<file path="config.mk">
export PLATFORM = sky130hd
export DESIGN_NAME = ps2_frame_receiver
export DESIGN_NICKNAME = d
export VERILOG_FILES = /design/src/rtl/ps2_frame_receiver.sv
export SDC_FILE = /design/constraint.sdc
export NUM_CORES = 1
export LEC_CHECK = 0
export CAP_MARGIN = 20
export CORE_UTILIZATION = 61
export CTS_CLUSTER_DIAMETER = 60
export DETAILED_ROUTE_END_ITERATION = 7
export GPL_ROUTABILITY_DRIVEN = 0
export PLACE_DENSITY = 0.8
export SLEW_MARGIN = 20
export SYNTH_ARGS = -nofsm -noshare
export SYNTH_HDL_FRONTEND = slang
export SYNTH_SLANG_ARGS = --single-unit
</file>
<file path="constraint.sdc">
create_clock -name clock -period 4.2 [get_ports clock]
set_input_delay 1.05 -clock clock [delete_from_list [all_inputs] [get_ports clock]]
set_output_delay 1.05 -clock clock [all_outputs]
set_load 0.03 [all_outputs]
</file>
<file path="src/rtl/ps2_frame_receiver.sv">
// PS/2 device-to-host frame receiver.
// Synchronises and deglitches the raw PS/2 lines, deserialises 11-bit frames
// (start, 8 data LSB first, odd parity, stop) and holds each good byte in a
// one-entry buffer until the downstream converter clears it.
module ps2_frame_receiver #(
  parameter int FILTER_CYCLES  = 8,
  parameter int TIMEOUT_CYCLES = 10000
) (
  input  logic       clock,
  input  logic       reset_n,
  input  logic       ps2_clock,
  input  logic       ps2_data,
  output logic [7:0] keycode,
  output logic       recive_flag,
  input  logic       clear_keycode,
  output logic       frame_error,
  output logic       overrun
);

  localparam int FW = $clog2(FILTER_CYCLES + 1);
  localparam int TW = $clog2(TIMEOUT_CYCLES + 1);
  localparam logic [FW-1:0] FILT_LAST = FW'(FILTER_CYCLES - 1);
  localparam logic [TW-1:0] TMO_LAST  = TW'(TIMEOUT_CYCLES - 1);

  localparam logic [1:0] S_IDLE   = 2'd0;
  localparam logic [1:0] S_DATA   = 2'd1;
  localparam logic [1:0] S_PARITY = 2'd2;
  localparam logic [1:0] S_STOP   = 2'd3;

  logic          clk_s1_q, clk_s1_d, clk_s2_q, clk_s2_d;
  logic          dat_s1_q, dat_s1_d, dat_s2_q, dat_s2_d;
  logic          filt_clk_q, filt_clk_d;
  logic [FW-1:0] filt_cnt_q, filt_cnt_d;
  logic [1:0]    state_q, state_d;
  logic [2:0]    bit_cnt_q, bit_cnt_d;
  logic [7:0]    shift_q, shift_d;
  logic          parity_q, parity_d;
  logic [TW-1:0] tmo_cnt_q, tmo_cnt_d;
  logic [7:0]    keycode_q, keycode_d;
  logic          recive_flag_q, recive_flag_d;
  logic          frame_error_q, frame_error_d;
  logic          overrun_q, overrun_d;
  logic          fall;
  logic          frame_ok;

  // Next-state logic: synchronisers, clock filter, frame FSM and byte buffer.
  always_comb begin
    clk_s1_d      = ps2_clock;
    clk_s2_d      = clk_s1_q;
    dat_s1_d      = ps2_data;
    dat_s2_d      = dat_s1_q;
    filt_clk_d    = filt_clk_q;
    filt_cnt_d    = '0;
    state_d       = state_q;
    bit_cnt_d     = bit_cnt_q;
    shift_d       = shift_q;
    parity_d      = parity_q;
    tmo_cnt_d     = tmo_cnt_q;
    keycode_d     = keycode_q;
    recive_flag_d = recive_flag_q;
    frame_error_d = 1'b0;
    overrun_d     = overrun_q;
    fall          = 1'b0;
    frame_ok      = 1'b0;

    // Filtered clock flips only after FILTER_CYCLES differing samples in a row.
    if (clk_s2_q != filt_clk_q) begin
      if (filt_cnt_q == FILT_LAST) begin
        filt_clk_d = clk_s2_q;
        fall       = filt_clk_q;
      end else begin
        filt_cnt_d = filt_cnt_q + FW'(1);
      end
    end

    if (state_q == S_IDLE) begin
      tmo_cnt_d = '0;
      if (fall && !dat_s2_q) begin
        state_d   = S_DATA;
        bit_cnt_d = 3'd0;
      end
    end else if (fall) begin
      tmo_cnt_d = '0;
      case (state_q)
        S_DATA: begin
          shift_d   = {dat_s2_q, shift_q[7:1]};
          bit_cnt_d = bit_cnt_q + 3'd1;
          if (bit_cnt_q == 3'd7) state_d = S_PARITY;
        end
        S_PARITY: begin
          parity_d = dat_s2_q;
          state_d  = S_STOP;
        end
        S_STOP: begin
          state_d = S_IDLE;
          if (dat_s2_q && ((^shift_q) ^ parity_q)) frame_ok = 1'b1;
          else                                       frame_error_d = 1'b1;
        end
        default: ;
      endcase
    end else if (tmo_cnt_q == TMO_LAST) begin
      // Line went quiet mid-frame: abandon the partial byte.
      state_d       = S_IDLE;
      tmo_cnt_d     = '0;
      shift_d       = '0;
      frame_error_d = 1'b1;
    end else begin
      tmo_cnt_d = tmo_cnt_q + TW'(1);
    end

    // Clear is applied before a completing frame is considered, so a byte
    // finishing in the clear cycle is loaded rather than counted as overrun.
    if (clear_keycode) begin
      recive_flag_d = 1'b0;
      overrun_d     = 1'b0;
    end
    if (frame_ok) begin
      if (recive_flag_d) begin
        overrun_d = 1'b1;
      end else begin
        keycode_d     = shift_q;
        recive_flag_d = 1'b1;
      end
    end
  end

  // State registers with asynchronous active-low reset.
  always_ff @(posedge clock or negedge reset_n) begin
    if (!reset_n) begin
      clk_s1_q      <= 1'b1;
      clk_s2_q      <= 1'b1;
      dat_s1_q      <= 1'b1;
      dat_s2_q      <= 1'b1;
      filt_clk_q    <= 1'b1;
      filt_cnt_q    <= '0;
      state_q       <= S_IDLE;
      bit_cnt_q     <= 3'd0;
      shift_q       <= 8'h00;
      parity_q      <= 1'b0;
      tmo_cnt_q     <= '0;
      keycode_q     <= 8'h00;
      recive_flag_q <= 1'b0;
      frame_error_q <= 1'b0;
      overrun_q     <= 1'b0;
    end else begin
      clk_s1_q      <= clk_s1_d;
      clk_s2_q      <= clk_s2_d;
      dat_s1_q      <= dat_s1_d;
      dat_s2_q      <= dat_s2_d;
      filt_clk_q    <= filt_clk_d;
      filt_cnt_q    <= filt_cnt_d;
      state_q       <= state_d;
      bit_cnt_q     <= bit_cnt_d;
      shift_q       <= shift_d;
      parity_q      <= parity_d;
      tmo_cnt_q     <= tmo_cnt_d;
      keycode_q     <= keycode_d;
      recive_flag_q <= recive_flag_d;
      frame_error_q <= frame_error_d;
      overrun_q     <= overrun_d;
    end
  end

  assign keycode     = keycode_q;
  assign recive_flag = recive_flag_q;
  assign frame_error = frame_error_q;
  assign overrun     = overrun_q;

endmodule
</file>
==> metrics.txt, run 1 <==
# TYPE chip_impl_metric gauge
chip_impl_metric{name="dpl.hpwl",unit="um"} 2450
chip_impl_metric{name="grt_pass1_wl",unit="um"} 5740
chip_impl_metric{name="final_nets",unit=""} 217
chip_impl_metric{name="final_cell_area",unit="um2"} 2400
chip_impl_metric{name="intPower",unit="uW"} 606
chip_impl_info{name="critical_path.cell_chain",value="clkdlybuf4s50_1"} 1
chip_impl_metric{name="timing.critical_path.arrival",unit="ns"} 1.46
chip_impl_metric{name="final_min_period_over_clock_period",unit=""} 0.597
chip_impl_metric{name="cts.repair_timing.setup_buffer_count",unit=""} 0
chip_impl_info{name="tritoncts",value="yes"} 1
chip_impl_metric{name="viasPerCell",unit=""} 5.46
chip_impl_metric{name="worst_case_clock_buffer_depth",unit=""} 2
chip_impl_metric{name="die_w",unit="um"} 61.5
chip_impl_metric{name="die-height",unit="um"} 61.5
chip_impl_metric{name="grt_max_degree",unit=""} 49
chip_impl_metric{name="fin_skew",unit="ns"} 0.0140
chip_impl_metric{name="hold_fix_buffers_cts",unit=""} 0
chip_impl_metric{name="grt_overflow_total",unit=""} 0
chip_impl_metric{name="number_of_levels_in_the_clock_h_tree",unit=""} 2
chip_impl_metric{name="coreArea",unit="um2"} 3360
chip_impl_metric{name="clock_network_fraction_of_total_power",unit=""} 0.300
chip_impl_metric{name="worst_pin_slew",unit="ns"} 0.858
chip_impl_metric{name="global_route.usage.total",unit=""} 0.215
chip_impl_metric{name="drt_pass1_iterations",unit=""} 4
chip_impl_metric{name="mappedNetlistNets",unit=""} 201
chip_impl_metric{name="yosysWarningCount",unit=""} 0
chip_impl_metric{name="power.combinational.fraction",unit=""} 0.065
chip_impl_metric{name="max_cap_violations",unit=""} 0
chip_impl_metric{name="detail_route.iter0.violations",unit=""} 93
chip_impl_metric{name="post_dp_cell_area",unit="um2"} 2330
chip_impl_metric{name="synth-seq-cells",unit=""} 48
chip_impl_metric{name="initial_antenna_violation_count",unit=""} 0
chip_impl_metric{name="clock_latency",unit="ns"} 0.37
chip_impl_info{name="cts.root.buffer_cell",value="sky130_fd_sc_hd__clkbuf_4"} 1
chip_impl_metric{name="floorplan.initialDensity",unit=""} 0.643
chip_impl_info{name="worstSetupEndpointType",value="output port"} 1
chip_impl_metric{name="synth_area",unit="um2"} 2160
chip_impl_metric{name="synth-async-reset-ratio",unit=""} 1.00
chip_impl_metric{name="drive_above_1_share",unit=""} 0.120
chip_impl_info{name="outcome",value="finished clean"} 1
chip_impl_metric{name="route.detailed.drc",unit=""} 0
chip_impl_info{name="timing.critical_path.max_delay_family",value="buffers and inverters"} 1
chip_impl_metric{name="via_count",unit=""} 1392
chip_impl_metric{name="sum_of_internal_switching_and_leakage_power",unit="uW"} 785
chip_impl_metric{name="yosysSeqAreaShare",unit=""} 0.558
chip_impl_info{name="worstSetupPathType",value="reg2out"} 1
chip_impl_metric{name="total_die_area",unit="um2"} 3790
chip_impl_metric{name="crit_buf_inv",unit=""} 1
chip_impl_metric{name="setup_violations",unit=""} 0
chip_impl_metric{name="max-vdd-ir-drop",unit="uV"} 286
chip_impl_info{name="post_synth_most_frequent_cells",value="sky130_fd_sc_hd__dfrtp_1 (43), sky130_fd_sc_hd__nand2_1 (24), sky130_fd_sc_hd__nor2_1 (23)"} 1
chip_impl_metric{name="synth_cells",unit=""} 192
chip_impl_metric{name="detailed_route_wire_length_per_cell",unit="um"} 14.1
chip_impl_info{name="crit_slowest_cell",value="sky130_fd_sc_hd__clkdlybuf4s50_1"} 1
chip_impl_metric{name="ios",unit=""} 16
chip_impl_metric{name="insertedDiodeCount",unit=""} 0
chip_impl_metric{name="port_buffers",unit=""} 15
chip_impl_metric{name="netlist.area_leader.share",unit=""} 0.498
chip_impl_metric{name="routed_wirelength",unit="um"} 3580
chip_impl_info{name="worst_setup_path_start_kind",value="flop"} 1
chip_impl_metric{name="clk_transition_reported_paths",unit="ns"} 0.12
chip_impl_metric{name="tritoncts.num_buffers",unit=""} 5
chip_impl_metric{name="synth_edf_count",unit=""} 0
chip_impl_metric{name="fin_worst_hold_slack",unit="ns"} 0.368
chip_impl_metric{name="worst-endpoint-required",unit="ns"} 3.15
chip_impl_info{name="unrepaired_setup_endpoints_after_global_routing",value="false"} 1
chip_impl_metric{name="synth.avg_cell_area",unit="um2"} 11.3
chip_impl_metric{name="netSwitchingPower",unit="uW"} 179
chip_impl_info{name="synthMostInstantiatedCell",value="sky130_fd_sc_hd__dfrtp_1"} 1
chip_impl_info{name="synth_top_area_cell",value="sky130_fd_sc_hd__dfrtp_1"} 1
chip_impl_metric{name="final.min_clock_period",unit="ns"} 2.51
chip_impl_metric{name="timing.critical_path.slowest_cell_delay",unit="ns"} 0.69
chip_impl_metric{name="powerDensity",unit="nW/um2"} 327
chip_impl_metric{name="clock_sink_count",unit=""} 48
chip_impl_metric{name="static-leakage-power",unit="uW"} 0.00106
chip_impl_info{name="timing.hold.worst.class",value="reg2reg"} 1
chip_impl_metric{name="final_max_slew_viol_count",unit=""} 0
chip_impl_metric{name="final-hold-violation-count",unit=""} 0
chip_impl_metric{name="tns",unit="ns"} 0
chip_impl_info{name="synth_top_flop_cell",value="sky130_fd_sc_hd__dfrtp_1"} 1
chip_impl_info{name="post_synth_main_area_contributors",value="sky130_fd_sc_hd__dfrtp_1 (50%), sky130_fd_sc_hd__dfstp_2 (6.1%), sky130_fd_sc_hd__mux2_4 (5.6%), sky130_fd_sc_hd__nand2_1 (4.2%), sky130_fd_sc_hd__xnor2_1 (4.1%)"} 1
chip_impl_metric{name="drtAntennaViolNets",unit=""} 0
chip_impl_metric{name="seq_power_share",unit=""} 0.635
chip_impl_metric{name="slew_headroom",unit=""} 0.424
chip_impl_metric{name="post_cts.resized_instances",unit=""} 0
chip_impl_metric{name="swShare",unit=""} 0.228
chip_impl_metric{name="fp-row-count",unit=""} 21
chip_impl_metric{name="timing.critical_path.fanout_max",unit=""} 3
chip_impl_metric{name="first_global_vias",unit=""} 1283
chip_impl_metric{name="area.growth.synth_to_final",unit="%"} 10.9
chip_impl_metric{name="maximum_clock_frequency",unit="MHz"} 399
chip_impl_metric{name="yosysUniqueCellTypes",unit=""} 38
worst paths after layout:
| kind | start | endpoint | slack, ns | cells past startpoint |
|---|---|---|---|---|
| max in group asynchronous | reset_n | dat_s1_q | 3.13 | 1 |
| worst min register to register | clk_s1_q | clk_s2_q | 0.37 | 0 |
| worst max-delay path | recive_flag | recive_flag | 1.69 | 1 |
| worst min-delay path | clk_s1_q | clk_s2_q | 0.37 | 0 |
| worst max register to register | filt_cnt_q[0] | keycode[0] | 1.78 | 6 |
| min in group asynchronous | reset_n | keycode[4] | 0.67 | 1 |
power by group through the flow:
| stage | combinational [uW] | sequential, uW | clock (uW) |
|---|---|---|---|
| finish | 50.9 | 498 | 235 |
| global route | 59.0 | 501 | 259 |
| CTS | 52.5 | 498 | 244 |
| detailed placement | 52.4 | 507 | 0 |
| global placement | 47.6 | 504 | 0 |
| floorplan | 32.6 | 503 | 0 |
through the flow:
stage	std cells	setup slack, ns	utilization
6_report	255	1.69	0.713
5_1_grt	255	1.60	0.713
4_1_cts	255	1.67	0.712
3_5_place_dp	247	1.77	0.692
3_3_place_gp	247	1.80	0.692
2_1_floorplan	192	2.26	-
flip-flops by register name, indices dropped and copies added, names as in the netlist, 2 cells and up:
| name | count |
|---|---|
| tmo_cnt_q | 14 |
| state_q | 2 |
| keycode | 8 |
| bit_cnt_q | 3 |
| filt_cnt_q | 4 |
| shift_q | 8 |
cell usage in the layout (no fill, tap or decap), types with 2 or more instances in the layout:
master                            count
sky130_fd_sc_hd__inv_1                4
sky130_fd_sc_hd__ha_1                 4
sky130_fd_sc_hd__xor2_1               7
sky130_fd_sc_hd__dfstp_2              5
sky130_fd_sc_hd__clkdlybuf4s50_1     14
sky130_fd_sc_hd__mux2_4               8
sky130_fd_sc_hd__clkbuf_8             2
sky130_fd_sc_hd__nor2_1              23
sky130_fd_sc_hd__dfrtp_1             43
sky130_fd_sc_hd__nand3_1              9
sky130_fd_sc_hd__xnor2_1             10
sky130_fd_sc_hd__o21ai_0             15
sky130_fd_sc_hd__a31oi_1              2
sky130_fd_sc_hd__nand2_1             24
sky130_fd_sc_hd__nor2b_1              2
sky130_fd_sc_hd__clkbuf_4             5
sky130_fd_sc_hd__xnor3_1              2
sky130_fd_sc_hd__nor3_1               5
sky130_fd_sc_hd__and3_1               3
sky130_fd_sc_hd__a32o_1               2
layout make-up:
| type | instances | area (um2) |
|---|---|---|
| sequential | 48 | 1210 |
| fill | 271 | 966 |
| multi-input combinational | 134 | 901 |
| timing repair buffer | 15 | 148 |
| clock buffer | 8 | 68.8 |
| tap | 46 | 57.6 |
| inverter | 4 | 15.0 |
layer usage:
| metal | GRT usage | part of all wire | vias to the layer above |
|---|---|---|---|
| li1 | - | - | 689 |
| met1 | 0.264 | 0.47 | 668 |
| met2 | 0.347 | 0.47 | 26 |
| met3 | 0.0588 | 0.033 | 9 |
| met4 | 0.108 | 0.025 | 0 |
| met5 | 0 | 0 | - |
cells by family after synthesis:
logic type / count (synthesis) / synth area share
flops: 48 / 0.558
mux: 10 / 0.0671
xor+xnor: 19 / 0.0897
buf+inv: 10 / 0.0249
fa+ha+maj: 4 / 0.0231
simple gates: 75 / 0.163
compound gates: 26 / 0.0735
worst reg2reg max path: stages, from the launching register on:
cell and delay (ns):
sky130_fd_sc_hd__dfrtp_1 0.40, sky130_fd_sc_hd__ha_1 0.21, sky130_fd_sc_hd__and3b_1 0.26, sky130_fd_sc_hd__and2_1 0.40, sky130_fd_sc_hd__and3_1 0.28, sky130_fd_sc_hd__o211a_1 0.43
sky130_fd_sc_hd__mux2_4 0.34
Power figures use the tool's default switching activity.
==> run 2: changes to the inputs <==
Settings changed: CORE_UTILIZATION 61 to 52, PLACE_DENSITY 0.8 to 0.72.
Clock period 4.2 ns to 2.3 ns, I/O delays scaled along.
==> run 2 against run 1 <==
  * Utilization shrank 9.8 points
  * Largest power group unchanged
  * Sequential share of layout area down 1.3 points
  * Register-to-register slack worse by 1.6 ns
  * Wire length up 1.8%
  * Combinational power grew 86%
  * First-iteration DRC count down 26%
  * Global-route usage shrank 2.3 points
  * Die area increased by 17%
  * Critical endpoint is now keycode[4]
  * Clock skew is 0.0080 ns lower
  * Total power rose by 92%
  * Non-clock buffer count grew 5
==> metrics.txt, run 2 (same netlist as run 1, synthesis figures left out) <==
# TYPE chip_impl_metric gauge
chip_impl_metric{name="setup_violations",unit=""} 0
chip_impl_metric{name="fin_skew",unit="ns"} 0.00598
chip_impl_metric{name="final_core_utilization",unit=""} 0.615
chip_impl_metric{name="die-height",unit="um"} 66.5
chip_impl_metric{name="seq_power_share",unit=""} 0.603
chip_impl_metric{name="max-vdd-ir-drop",unit="uV"} 518
chip_impl_metric{name="tritoncts.num_buffers",unit=""} 5
chip_impl_metric{name="timing.critical_path.arrival",unit="ns"} 2.30
chip_impl_metric{name="intPower",unit="uW"} 1170
chip_impl_metric{name="route.detailed.drc",unit=""} 0
chip_impl_metric{name="number_of_levels_in_the_clock_h_tree",unit=""} 2
chip_impl_metric{name="insertedDiodeCount",unit=""} 0
chip_impl_metric{name="max_cap_violations",unit=""} 0
chip_impl_metric{name="dpl.hpwl",unit="um"} 2670
chip_impl_metric{name="final-hold-violation-count",unit=""} 0
chip_impl_metric{name="final_nets",unit=""} 222
chip_impl_metric{name="worst_case_clock_buffer_depth",unit=""} 2
chip_impl_metric{name="final.min_clock_period",unit="ns"} 2.12
chip_impl_metric{name="worst-endpoint-required",unit="ns"} 2.48
chip_impl_metric{name="drive_above_1_share",unit=""} 0.145
chip_impl_info{name="worstSetupPathType",value="reg2reg"} 1
chip_impl_info{name="worst_setup_path_start_kind",value="flop"} 1
chip_impl_metric{name="hold_fix_buffers_cts",unit=""} 0
chip_impl_metric{name="initial_antenna_violation_count",unit=""} 0
chip_impl_metric{name="sum_of_internal_switching_and_leakage_power",unit="uW"} 1510
chip_impl_metric{name="powerDensity",unit="nW/um2"} 613
chip_impl_metric{name="static-leakage-power",unit="uW"} 0.00110
chip_impl_metric{name="clock_sink_count",unit=""} 48
chip_impl_metric{name="netSwitchingPower",unit="uW"} 342
chip_impl_metric{name="via_count",unit=""} 1395
chip_impl_metric{name="die_w",unit="um"} 66.5
chip_impl_metric{name="global_route.usage.total",unit=""} 0.192
chip_impl_metric{name="timing.critical_path.fanout_max",unit=""} 8
chip_impl_metric{name="fp-row-count",unit=""} 23
chip_impl_metric{name="routed_wirelength",unit="um"} 3650
chip_impl_info{name="tritoncts",value="yes"} 1
chip_impl_metric{name="clock_latency",unit="ns"} 0.29
chip_impl_metric{name="dp_cells",unit=""} 256
chip_impl_metric{name="swShare",unit=""} 0.227
chip_impl_metric{name="worst_pin_slew",unit="ns"} 0.673
chip_impl_info{name="timing.hold.worst.class",value="in2async"} 1
chip_impl_metric{name="post_cts.resized_instances",unit=""} 0
chip_impl_metric{name="floorplan.initialDensity",unit=""} 0.541
chip_impl_metric{name="maximum_clock_frequency",unit="MHz"} 472
chip_impl_info{name="worstSetupEndpointType",value="flop"} 1
chip_impl_metric{name="port_buffers",unit=""} 15
chip_impl_metric{name="clk_transition_reported_paths",unit="ns"} 0.09
chip_impl_metric{name="stdcell_count",unit=""} 264
chip_impl_metric{name="fin_worst_hold_slack",unit="ns"} 0.315
chip_impl_metric{name="slew_headroom",unit=""} 0.552
chip_impl_metric{name="power.combinational.fraction",unit=""} 0.063
chip_impl_metric{name="ios",unit=""} 16
chip_impl_metric{name="detail_route.iter0.violations",unit=""} 69
chip_impl_metric{name="largest_register_ffs",unit=""} 14
chip_impl_metric{name="clock_network_fraction_of_total_power",unit=""} 0.334
chip_impl_info{name="max_flop_register",value="tmo_cnt_q"} 1
chip_impl_info{name="critical_path.cell_chain",value="xor2_1 -> xnor3_1 -> mux2i_2 -> o211a_1 -> buf_4 -> mux2_4"} 1
chip_impl_metric{name="viasPerCell",unit=""} 5.28
chip_impl_metric{name="tns",unit="ns"} 0
chip_impl_metric{name="grt_pass1_wl",unit="um"} 6410
chip_impl_info{name="outcome",value="finished clean"} 1
chip_impl_info{name="most_common_cell_after_layout_fill_and_taps_aside",value="sky130_fd_sc_hd__dfrtp_1"} 1
chip_impl_metric{name="drtAntennaViolNets",unit=""} 0
chip_impl_metric{name="first_global_vias",unit=""} 1483
chip_impl_metric{name="final_min_period_over_clock_period",unit=""} 0.921
chip_impl_info{name="cts.root.buffer_cell",value="sky130_fd_sc_hd__clkbuf_8"} 1
chip_impl_metric{name="n_fill_cell",unit=""} 326
chip_impl_metric{name="grt_overflow_total",unit=""} 0
chip_impl_info{name="crit_slowest_cell",value="sky130_fd_sc_hd__xnor3_1"} 1
chip_impl_metric{name="cts.repair_timing.setup_buffer_count",unit=""} 0
chip_impl_metric{name="final_max_slew_viol_count",unit=""} 0
chip_impl_metric{name="coreArea",unit="um2"} 4000
chip_impl_metric{name="total_die_area",unit="um2"} 4420
chip_impl_metric{name="timing.critical_path.slowest_cell_delay",unit="ns"} 0.43
chip_impl_metric{name="drt_pass1_iterations",unit=""} 4
chip_impl_metric{name="area.growth.synth_to_final",unit="%"} 13.8
chip_impl_info{name="most_frequent_cells_in_the_layout",value="sky130_fd_sc_hd__dfrtp_1 (43), sky130_fd_sc_hd__nand2_1 (24), sky130_fd_sc_hd__nor2_1 (23)"} 1
chip_impl_metric{name="detailed_route_wire_length_per_cell",unit="um"} 13.8
chip_impl_info{name="unrepaired_setup_endpoints_after_global_routing",value="false"} 1
chip_impl_metric{name="grt_max_degree",unit=""} 32
[run 2: path summary, 6_finish.rpt]
path / end / start / slack, ns / depth (start not counted)
setup / recovery: keycode[4] / shift_q[4] / 0.18 / 6
hold / removal: shift_q[0] / reset_n / 0.32 / 1
setup reg to reg: keycode[4] / shift_q[4] / 0.18 / 6
hold reg to reg: clk_s2_q / clk_s1_q / 0.36 / 0
max in group asynchronous: clk_s1_q / reset_n / 1.31 / 2
min in group clock: clk_s2_q / clk_s1_q / 0.36 / 0
[run 2: power groups by stage]
| stage | logic (uW) | registers, uW | clock network, uW |
|---|---|---|---|
| 2_1_floorplan | 59.5 | 918 | 0 |
| 3_3_place_gp | 90.3 | 922 | 0 |
| 3_5_place_dp | 96.0 | 925 | 0 |
| 4_1_cts | 98.2 | 910 | 516 |
| 5_1_grt | 111 | 916 | 553 |
| 6_report | 94.6 | 911 | 504 |
[run 2: layout make-up]
cell class | count | area (um2) | share of cell area
clock buffers | 6 | 82.6 | 0.0336
repair buffers | 20 | 183 | 0.0742
clock inverters | 2 | 10.0 | 0.00407
inverters | 4 | 15.0 | 0.00610
multi-input cells | 134 | 901 | 0.366
flip-flops and latches | 48 | 1210 | 0.491
well taps | 50 | 62.6 | 0.0254
[run 2: routing by layer]
metal	track usage	routed length, um	up-vias
li1	-	-	693
met1	0.226	1650	682
met2	0.349	1900	15
met3	0.0428	75	5
met4	0.0505	29	0
met5	0	0	-
[run 2: metrics by stage]
step / setup slack [ns] / area [um2]
floorplan: 0.359 / 2160
global placement: 0.265 / 2370
detailed placement: 0.193 / 2370
CTS: 0.167 / 2460
global route: 0.107 / 2460
finish: 0.182 / 2460
[run 2: critical path, delay by kind of cell (launching register included)]
family / cells / cell delay [ns]
compound gates: 1 / 0.19
buf+inv: 1 / 0.19
mux: 2 / 0.60
flops: 1 / 0.42
xor+xnor: 2 / 0.61
==> run 3: changes to the inputs <==
Settings changed: ABC_AREA set to 1, CORE_ASPECT_RATIO set to 0.8, CORE_UTILIZATION 52 to 53, PLACE_DENSITY 0.72 to 0.73.
==> run 3 against run 2 <==
  * Fmax increased by 8.1%
  * Clock-buffer cell count increased by 1
  * Setup slack improved by 0.16 ns
  * Final area increased by 8.5%
  * Flip-flop and latch count unchanged
  * Synthesized cell count increased by 47%
  * Clock power decreased by 5.6%
  * Highest routed layer unchanged
==> metrics.txt, run 3 <==
# TYPE chip_impl_metric gauge
chip_impl_metric{name="final_cell_area",unit="um2"} 2670
chip_impl_metric{name="fin_skew",unit="ns"} 0.00896
chip_impl_metric{name="static-leakage-power",unit="uW"} 0.00131
chip_impl_info{name="synth_top_area_cell",value="sky130_fd_sc_hd__dfrtp_1"} 1
chip_impl_info{name="post_synth_main_area_contributors",value="sky130_fd_sc_hd__dfrtp_1 (45%), sky130_fd_sc_hd__nand2_1 (11%), sky130_fd_sc_hd__inv_1 (6.7%), sky130_fd_sc_hd__dfstp_2 (5.5%), sky130_fd_sc_hd__nand3_1 (3.1%)"} 1
chip_impl_metric{name="floorplan.initialDensity",unit=""} 0.565
chip_impl_metric{name="detail_route.iter0.violations",unit=""} 103
chip_impl_metric{name="drtAntennaViolNets",unit=""} 0
chip_impl_metric{name="timing.critical_path.depth",unit=""} 1
chip_impl_metric{name="netlist.area_leader.share",unit=""} 0.448
chip_impl_metric{name="post_cts.resized_instances",unit=""} 0
chip_impl_info{name="most_frequent_cells_in_the_layout",value="sky130_fd_sc_hd__nand2_1 (70), sky130_fd_sc_hd__inv_1 (43), sky130_fd_sc_hd__dfrtp_1 (43)"} 1
chip_impl_metric{name="coreArea",unit="um2"} 4260
chip_impl_info{name="timing.critical_path.max_delay_family",value="buffers and inverters"} 1
chip_impl_metric{name="clock_sink_count",unit=""} 48
chip_impl_metric{name="clock_latency",unit="ns"} 0.30
chip_impl_metric{name="fin_worst_hold_slack",unit="ns"} 0.319
chip_impl_metric{name="detailed_route_wire_length_per_cell",unit="um"} 11.6
chip_impl_metric{name="mappedNetlistNets",unit=""} 291
chip_impl_metric{name="crit_buf_inv",unit=""} 1
chip_impl_metric{name="grt_overflow_total",unit=""} 0
chip_impl_metric{name="routed_wirelength",unit="um"} 4180
chip_impl_metric{name="global_route.usage.total",unit=""} 0.202
chip_impl_metric{name="worstRegToRegCells",unit=""} 11
chip_impl_metric{name="yosysUniqueCellTypes",unit=""} 36
chip_impl_info{name="cts.root.buffer_cell",value="sky130_fd_sc_hd__clkbuf_8"} 1
chip_impl_metric{name="number_of_levels_in_the_clock_h_tree",unit=""} 2
chip_impl_metric{name="die-height",unit="um"} 62.2
chip_impl_metric{name="tritoncts.num_buffers",unit=""} 5
chip_impl_metric{name="max-vdd-ir-drop",unit="uV"} 441
chip_impl_metric{name="drt_pass1_iterations",unit=""} 4
chip_impl_info{name="synth_top_flop_cell",value="sky130_fd_sc_hd__dfrtp_1"} 1
chip_impl_info{name="unrepaired_setup_endpoints_after_global_routing",value="false"} 1
chip_impl_metric{name="die_w",unit="um"} 77.3
chip_impl_metric{name="worst_pin_slew",unit="ns"} 0.699
chip_impl_metric{name="powerDensity",unit="nW/um2"} 635
chip_impl_metric{name="maximum_clock_frequency",unit="MHz"} 510
chip_impl_info{name="max_flop_register",value="tmo_cnt_q"} 1
chip_impl_info{name="outcome",value="finished clean"} 1
chip_impl_metric{name="insertedDiodeCount",unit=""} 0
chip_impl_metric{name="yosysWarningCount",unit=""} 0
chip_impl_metric{name="timing.critical_path.slowest_cell_delay",unit="ns"} 0.71
chip_impl_metric{name="synth_area",unit="um2"} 2400
chip_impl_metric{name="viasPerCell",unit=""} 4.99
chip_impl_info{name="worstSetupEndpointType",value="output port"} 1
chip_impl_metric{name="initial_antenna_violation_count",unit=""} 0
chip_impl_info{name="post_synth_most_frequent_cells",value="sky130_fd_sc_hd__nand2_1 (70), sky130_fd_sc_hd__dfrtp_1 (43), sky130_fd_sc_hd__inv_1 (43)"} 1
chip_impl_metric{name="synth_edf_count",unit=""} 0
chip_impl_metric{name="synth-async-reset-ratio",unit=""} 1.00
chip_impl_metric{name="yosysSeqAreaShare",unit=""} 0.502
chip_impl_metric{name="post_dp_cell_area",unit="um2"} 2590
chip_impl_metric{name="synth_cells",unit=""} 282
chip_impl_info{name="most_common_cell_after_layout_fill_and_taps_aside",value="sky130_fd_sc_hd__nand2_1"} 1
chip_impl_info{name="timing.hold.worst.class",value="in2async"} 1
chip_impl_metric{name="tns",unit="ns"} 0
chip_impl_metric{name="grt_pass1_wl",unit="um"} 7530
chip_impl_metric{name="worst-endpoint-required",unit="ns"} 1.73
chip_impl_metric{name="port_buffers",unit=""} 15
chip_impl_info{name="synthMostInstantiatedCell",value="sky130_fd_sc_hd__nand2_1"} 1
chip_impl_info{name="worst_setup_path_start_kind",value="flop"} 1
chip_impl_metric{name="preCtsSetupSlack",unit="ns"} 0.435
chip_impl_metric{name="max_cap_violations",unit=""} 0
chip_impl_metric{name="final_max_slew_viol_count",unit=""} 0
chip_impl_metric{name="final_nets",unit=""} 310
chip_impl_metric{name="hold_fix_buffers_cts",unit=""} 0
chip_impl_metric{name="final.min_clock_period",unit="ns"} 1.96
chip_impl_metric{name="largest_register_ffs",unit=""} 14
chip_impl_metric{name="setup_violations",unit=""} 0
chip_impl_metric{name="area.growth.synth_to_final",unit="%"} 11.1
chip_impl_metric{name="final-hold-violation-count",unit=""} 0
chip_impl_metric{name="worst_case_clock_buffer_depth",unit=""} 2
chip_impl_metric{name="final_min_period_over_clock_period",unit=""} 0.852
chip_impl_metric{name="timing.critical_path.arrival",unit="ns"} 1.38
chip_impl_metric{name="via_count",unit=""} 1793
chip_impl_metric{name="clk_transition_reported_paths",unit="ns"} 0.09
chip_impl_metric{name="synth-seq-cells",unit=""} 48
chip_impl_metric{name="fp-row-count",unit=""} 21
chip_impl_metric{name="dpl.hpwl",unit="um"} 3080
chip_impl_metric{name="timing.critical_path.fanout_max",unit=""} 2
chip_impl_metric{name="total_die_area",unit="um2"} 4810
chip_impl_metric{name="drive_above_1_share",unit=""} 0.126
chip_impl_metric{name="grt_max_degree",unit=""} 34
chip_impl_info{name="tritoncts",value="yes"} 1
chip_impl_metric{name="slew_headroom",unit=""} 0.534
chip_impl_metric{name="dp_cells",unit=""} 351
chip_impl_info{name="crit_slowest_cell",value="sky130_fd_sc_hd__clkdlybuf4s50_1"} 1
chip_impl_info{name="critical_path.cell_chain",value="clkdlybuf4s50_1"} 1
chip_impl_metric{name="n_fill_cell",unit=""} 372
chip_impl_metric{name="layout_setup_ws",unit="ns"} 0.340
chip_impl_metric{name="ios",unit=""} 16
chip_impl_metric{name="route.detailed.drc",unit=""} 0
chip_impl_info{name="worstSetupPathType",value="reg2out"} 1
chip_impl_metric{name="cts.repair_timing.setup_buffer_count",unit=""} 0
chip_impl_metric{name="first_global_vias",unit=""} 1715
chip_impl_metric{name="stdcell_count",unit=""} 359
chip_impl_metric{name="synth.avg_cell_area",unit="um2"} 8.52
==> run 3: cell types whose count changed in the layout (fill, tap and decap cells not counted), moves of 5 or more <==
cell / previous run / this run
sky130_fd_sc_hd__mux2_4: 8 / 0
sky130_fd_sc_hd__nand4_1: 1 / 12
sky130_fd_sc_hd__inv_2: 0 / 7
sky130_fd_sc_hd__a21oi_1: 1 / 11
sky130_fd_sc_hd__nand3_1: 9 / 15
sky130_fd_sc_hd__xnor2_1: 10 / 2
sky130_fd_sc_hd__xor2_1: 7 / 2
sky130_fd_sc_hd__inv_1: 4 / 43
sky130_fd_sc_hd__o21ai_0: 15 / 4
sky130_fd_sc_hd__nand2_1: 24 / 70
sky130_fd_sc_hd__o31ai_1: 1 / 6
sky130_fd_sc_hd__nor2_1: 23 / 17
sky130_fd_sc_hd__o21ai_1: 1 / 7
==> run 3: logic make-up (layout without fill, tap and decap cells) <==
kind of cell,after synthesis,count (layout),share of synthesized area
AND/OR/NAND/NOR,135,135,0.271
AO/OA/AOI/OAI,33,33,0.0828
multiplexers,2,2,0.00885
adder cells (fa/ha/maj),4,4,0.0208
flip-flops,48,48,0.502
XOR/XNOR,4,4,0.0146
buffers and inverters,56,76,0.0994
==> run 3: final cells by class <==
type	instances	area [um2]	share of cell area
clock inverter	1	5.00	0.00187
tap	57	71.3	0.0267
multi-input combinational	178	957	0.358
clock buffer	7	76.3	0.0286
timing repair buffer	17	160	0.0600
inverter	51	193	0.0722
sequential	48	1210	0.452
==> run 3: stage by stage <==
step	util	power, uW
after floorplan	-	1160
final	0.627	1690
after global routing	0.627	1790
after detailed placement	0.608	1240
after CTS	0.627	1710
after global placement	0.608	1230
==> run 3: final timing paths <==
path                                from            end  slack (ns)
hold reg to reg                 dat_s1_q       dat_s2_q        0.36
setup reg to reg           filt_cnt_q[0]     keycode[6]        0.43
setup / recovery              keycode[7]     keycode[7]        0.34
min in group clock              dat_s1_q       dat_s2_q        0.36
max in group asynchronous        reset_n     keycode[3]        1.37
hold / removal                   reset_n  tmo_cnt_q[10]        0.32
==> run 3: worst register-to-register path, delay by kind of cell, from the launching register on <==
kind / cells / cell delay (ns)
adder cells (fa/ha/maj): 1 / 0.19
flip-flops: 1 / 0.38
AND/OR/NAND/NOR: 8 / 1.06
buffers and inverters: 2 / 0.19
==> run 3: power by group <==
group / internal, uW / total [uW] / leakage (uW) / switching [uW]
logic: 91.4 / 266 / 0.000666 / 174
registers: 908 / 952 / 0.000605 / 44.8
clock network: 214 / 476 / 0.0000422 / 262
==> run 3: layer usage <==
layer / up-vias / GRT usage / wire (um)
met4: 0 / 0.0802 / 66
met1: 824 / 0.272 / 2160
met3: 7 / 0.0456 / 137
met5: - / 0 / 0
li1: 936 / - / -
met2: 26 / 0.319 / 1810
